[src/rtl/conv_sched_ctrl.sv]
// conv_sched_ctrl: kernel bank, window issue gating and outstanding-result tracking for the 3x3 convolution core.
// in_y is 11 bits wide so the last frame line (1079) is addressable.
module conv_sched_ctrl #(
    parameter int IMG_W   = 1920,
    parameter int IMG_H   = 1080,
    parameter int MAX_OUT = 15
) (
    input  logic              clk,
    input  logic              reset,
    input  logic              start,
    input  logic [1:0]        kernel_sel,
    input  logic              stride2,
    input  logic              cfg_we,
    input  logic [1:0]        cfg_kidx,
    input  logic [3:0]        cfg_tap,
    input  logic [7:0]        cfg_data,
    input  logic              in_window_valid,
    input  logic [10:0]       in_x,
    input  logic [10:0]       in_y,
    input  logic              conv_valid,
    output logic              fsm_window_valid,
    output logic signed [7:0] K00,
    output logic signed [7:0] K01,
    output logic signed [7:0] K02,
    output logic signed [7:0] K10,
    output logic signed [7:0] K11,
    output logic signed [7:0] K12,
    output logic signed [7:0] K20,
    output logic signed [7:0] K21,
    output logic signed [7:0] K22,
    output logic              busy,
    output logic              done,
    output logic [20:0]       issued_count,
    output logic [20:0]       result_count,
    output logic              overrun,
    output logic              cfg_err
);
    typedef enum logic [1:0] {IDLE, RUN, DRAIN, DONE} state_t;
    state_t state, state_nx;
    logic [7:0] bank [4][9];
    logic [7:0] k_q [9];
    logic       s2_q;
    logic [3:0] outst, outst_nx;
    logic       in_frame, cand, issue, drop, res_ok, last, accept, cfg_ok, cfg_bad;
    always_comb begin
        in_frame = in_x >= 11'd2 && in_y >= 11'd2 && in_x <= 11'(IMG_W - 1) && in_y <= 11'(IMG_H - 1)
                   && (!s2_q || (!in_x[0] && !in_y[0]));
        cand     = state == RUN && in_window_valid && in_frame;
        issue    = cand && outst < 4'(MAX_OUT);
        drop     = cand && !issue;
        res_ok   = conv_valid && outst != 4'd0 && state != IDLE;
        last     = state == RUN && in_window_valid && in_x == 11'(IMG_W - 1) && in_y == 11'(IMG_H - 1);
        accept   = state == IDLE && start;
        cfg_ok   = cfg_we && state == IDLE && cfg_tap <= 4'd8;
        cfg_bad  = cfg_we && !cfg_ok;
        outst_nx = outst + {3'b0, issue} - {3'b0, res_ok};
        state_nx = accept                                ? RUN   :
                   (state == RUN && last)                ? DRAIN :
                   (state == DRAIN && outst_nx == 4'd0)  ? DONE  :
                   (state == DONE)                       ? IDLE  : state;
    end
    always_ff @(posedge clk or negedge reset) begin
        if (!reset) begin
            state        <= IDLE;
            outst        <= '0;
            s2_q         <= 1'b0;
            issued_count <= '0;
            result_count <= '0;
            overrun      <= 1'b0;
            cfg_err      <= 1'b0;
            for (int i = 0; i < 4; i++)
                for (int j = 0; j < 9; j++)
                    bank[i][j] <= '0;
            for (int i = 0; i < 9; i++)
                k_q[i] <= '0;
        end else begin
            state <= state_nx;
            outst <= outst_nx;
            if (accept) begin
                s2_q <= stride2;
                for (int i = 0; i < 9; i++)
                    k_q[i] <= bank[kernel_sel][i];
            end
            if (cfg_ok)
                bank[cfg_kidx][cfg_tap] <= cfg_data;
            issued_count <= accept ? '0 : issued_count + 21'(issue);
            result_count <= accept ? '0 : result_count + 21'(res_ok);
            overrun      <= !accept && (overrun || drop);
            cfg_err      <= (cfg_err && !accept) || cfg_bad;
        end
    end
    assign fsm_window_valid = issue;
    assign busy = state == RUN || state == DRAIN;
    assign done = state == DONE;
    assign K00 = k_q[0];
    assign K01 = k_q[1];
    assign K02 = k_q[2];
    assign K10 = k_q[3];
    assign K11 = k_q[4];
    assign K12 = k_q[5];
    assign K20 = k_q[6];
    assign K21 = k_q[7];
    assign K22 = k_q[8];
endmodule

[config.mk]
export PLATFORM = sky130hd
export DESIGN_NAME = conv_sched_ctrl
export DESIGN_NICKNAME = d
export VERILOG_FILES = /design/src/rtl/conv_sched_ctrl.sv
export SDC_FILE = /design/constraint.sdc
export NUM_CORES = 1
export LEC_CHECK = 0
export CORE_ASPECT_RATIO = 2
export CORE_MARGIN = 5
export CORE_UTILIZATION = 54
export CTS_BUF_LIST = sky130_fd_sc_hd__clkbuf_2
export CTS_CLUSTER_DIAMETER = 80
export DETAILED_ROUTE_END_ITERATION = 12
export GPL_ROUTABILITY_DRIVEN = 0
export MAX_ROUTING_LAYER = met4
export PLACE_DENSITY = 0.79
export REMOVE_ABC_BUFFERS = 1
export SKIP_CTS_REPAIR_TIMING = 1
export SLEW_MARGIN = 40
export SYNTH_ARGS = -nofsm -noshare
export SYNTH_HDL_FRONTEND = slang
export SYNTH_SLANG_ARGS = --single-unit
[constraint.sdc]
create_clock -name clk -period 3.23 [get_ports clk]
set_clock_uncertainty 0.15 [all_clocks]
set_input_delay 0.646 -clock clk [delete_from_list [all_inputs] [get_ports clk]]
set_output_delay 0.646 -clock clk [all_outputs]
set_load 0.005 [all_outputs]
==> out/results.ini <==
[outcome]
status=complete, but fails checks
violations=setup timing

[logic_synthesis]
yosysTopAreaCellShare_pct=56.80
ys_ff_latch=411
synth.cell_area_um2=18110
synth.distinct_cells=50
synth_cells=1361
yosysSeqAreaShare_pct=56.80
yosysWarnings=0
synth-edff-count=0
avgSynthCellArea_um2=13.30
synthFlopType=dfrtp_1
synth_area_leaders=dfrtp_1, mux2_2, mux4_2
synthArstFlopShare_pct=100.0
yosysTopAreaCell=dfrtp_1

[detailed_routing]
vias=11990
totalWireLength_mm=41.43
drcViolationCount=0
drtAntennaViolNets=0
first_iter_violations=462
drt-wirelength-per-cell_um=19.42
drtPass1Iterations=5
via_per_inst=5.617

[power_and_ir_drop]
leakagePower_uw=0.01065
power.density_nw_per_um2=512.6
vdd_drop_max_mv=0.3103
finalPower_uw=11170

[placement]
place_hpwl_mm=27.93
pre_cts_slack_ns=-1.211
placed_cells=1978
port_buffers=163

[setup_path]
endpoint_kind=flop
crit_chain=clkdlybuf4s50_1 -> or4_4 -> o21ai_0 -> nand4_1 -> a31oi_4 -> ha_4 -> inv_2 -> fa_2 -> buf_6 -> xnor2_4 -> o32a_1 -> a211o_1 -> o211ai_1
worstSetupPathType=in2reg
cp.required_ns=3.94
crit_fanout=3
cp_data_arrival_time_ns=3.99
start_kind=input port
worstPathBufferInverterCount=3
path_delay_family=compound AO/OA/AOI/OAI gates
crit_path_top_delay_cell=or4_4
slowest_delay_ns=0.54

[timing]
drv_slew=0
setup_viol=2
hold_viol=0
rsz0062_at_grt=true
min_period_ns=3.278
fmax_ghz=0.3051
relSlewSlack_pct=59.89
min_period_over_period_pct=101.5
tightestPinTransition_ns=0.6016
setup_ws_ns=-0.04798

[cts]
cts_tree=yes
cts.clk_slew.worst_paths_ns=0.11
root_buffer=clkbuf_2
cts_buffers=86
cts_buffer_depth=3
clkSinkCount=411
insertion_delay_ns=0.98
htree_levels=3

[global_route]
antenna_found_initial=1
grt_max_degree=78
grt_pass1_wl_mm=67.60
grtUsageTotal_pct=23.18
grt_pass1_vias=13280
overflow=0

[finish]
drive_gt1_share_pct=36.67
fin_nets=1697
nFillCells=2523
largest_registers=bank x288, issued_count x21, result_count x21
syn2layout_area_growth_pct=20.37
largest_register_ffs=288
largest-register=bank
fin_cells=2134

[run]
drv_cap=0

[die]
core-area_um2=33400
die-area_um2=37520
dieWidth_um=139.5
start_util_pct=54.21
num_rows=95
pin_count=164
fp.dieH_um=269.0

[min_path]
hp-class=in2async

[per-layer routing]
metal	GRT usage (%)	share of wire, %	up-vias	wire length (um)
met1	25.70	38	6164	15670
li1	-	-	5432	-
met5	-	0	-	0
met3	4.064	4.4	90	1805
met4	8.947	3.4	0	1392
met2	41.59	54	300	22570
[per-stage QoR]
stage	util [%]	area, um2	setup TNS [ns]	hold slack (ns)
2_1_floorplan	-	17830	-79.24	0.2004
3_3_place_gp	62.66	20930	-14.72	0.3071
3_5_place_dp	62.66	20930	-18.48	0.3114
4_1_cts	64.78	21640	-1.133	-0.5847
5_1_grt	65.25	21790	-0.2926	0.06009
6_report	65.26	21800	-0.07170	0.05825
[cells in the final DEF (no fill, tap or decap), types with 5 or more instances in the layout]
master           instances
xnor2_1                 15
and3_1                   7
clkinv_1                23
inv_1                   14
or3_1                   12
a21oi_1                 18
ha_1                    11
dfrtp_1                411
nand3_1                 23
nor4_1                   8
mux4_2                  72
nand4_1                  7
buf_4                   79
clkbuf_2               119
nand2_1                250
nor2_1                  34
o21ai_0                 13
nor2_2                  16
o31ai_1                  7
clkdlybuf4s50_1        156
or4_4                    5
or4_1                   12
mux2_2                 286
buf_12                  18
nor3_1                   6
inv_2                    6
[worst reg2reg max path, delay by kind of cell (launching register included)]
family	cells	cell delay, ns
XOR/XNOR	1	0.12
adder cells (fa/ha/maj)	4	0.97
AO/OA/AOI/OAI	4	1.11
buffers and inverters	5	0.44
flip-flops	1	0.39
[synthesized netlist by cell type (5+ instances only)]
master,n
a21oi_1,18
a31oi_1,5
and3_1,7
buf_1,10
clkbuf_1,64
dfrtp_1,411
ha_1,14
inv_1,18
mux2_2,286
mux4_2,72
nand2_1,251
nand3_1,23
nand4_1,7
nor2_1,34
nor2_2,16
nor3_1,6
nor4_1,8
o21ai_0,13
o31ai_1,7
or3_1,12
or4_1,13
xnor2_1,16
[layout make-up]
class                   instances  area [um2]  area share (%)
diodes                          2       5.005         0.02296
clock buffers                 119       595.6           2.732
clock inverters                28       111.4          0.5109
inverters                      18       67.56          0.3100
multi-input cells             858        7576           34.76
flip-flops and latches        411       10280           47.19
well taps                     436       545.5           2.503
repair buffers                262        2610           11.97
[final timing paths]
kind                            slack [ns]  cells after the start         to  startpoint
worst max register to register       -0.02                     14   state[0]    state[1]
worst max-delay path                 -0.05                     13   state[0]     in_y[9]
worst min-delay path                  0.06                      2  bank[206]       reset
max in group asynchronous             1.98                      3   bank[14]       reset
worst min register to register        0.34                      2     K02[1]      K02[1]
min in group clk                      0.09                      3       s2_q     stride2
[cells by family after synthesis]
logic type | count (synthesis) | synth area share [%]
flops | 411 | 56.80
simple gates | 407 | 10.32
mux | 360 | 26.87
buf+inv | 92 | 1.907
compound gates | 56 | 2.059
xor+xnor | 20 | 0.9673
fa+ha+maj | 15 | 1.078
[report_power, final]
group	internal (uW)	leakage, uW	switching (uW)
Combinational	1250	0.00443	1050
Sequential	5650	0.00568	309
Clock	988	0.000547	1920
Power figures use the tool's default switching activity.
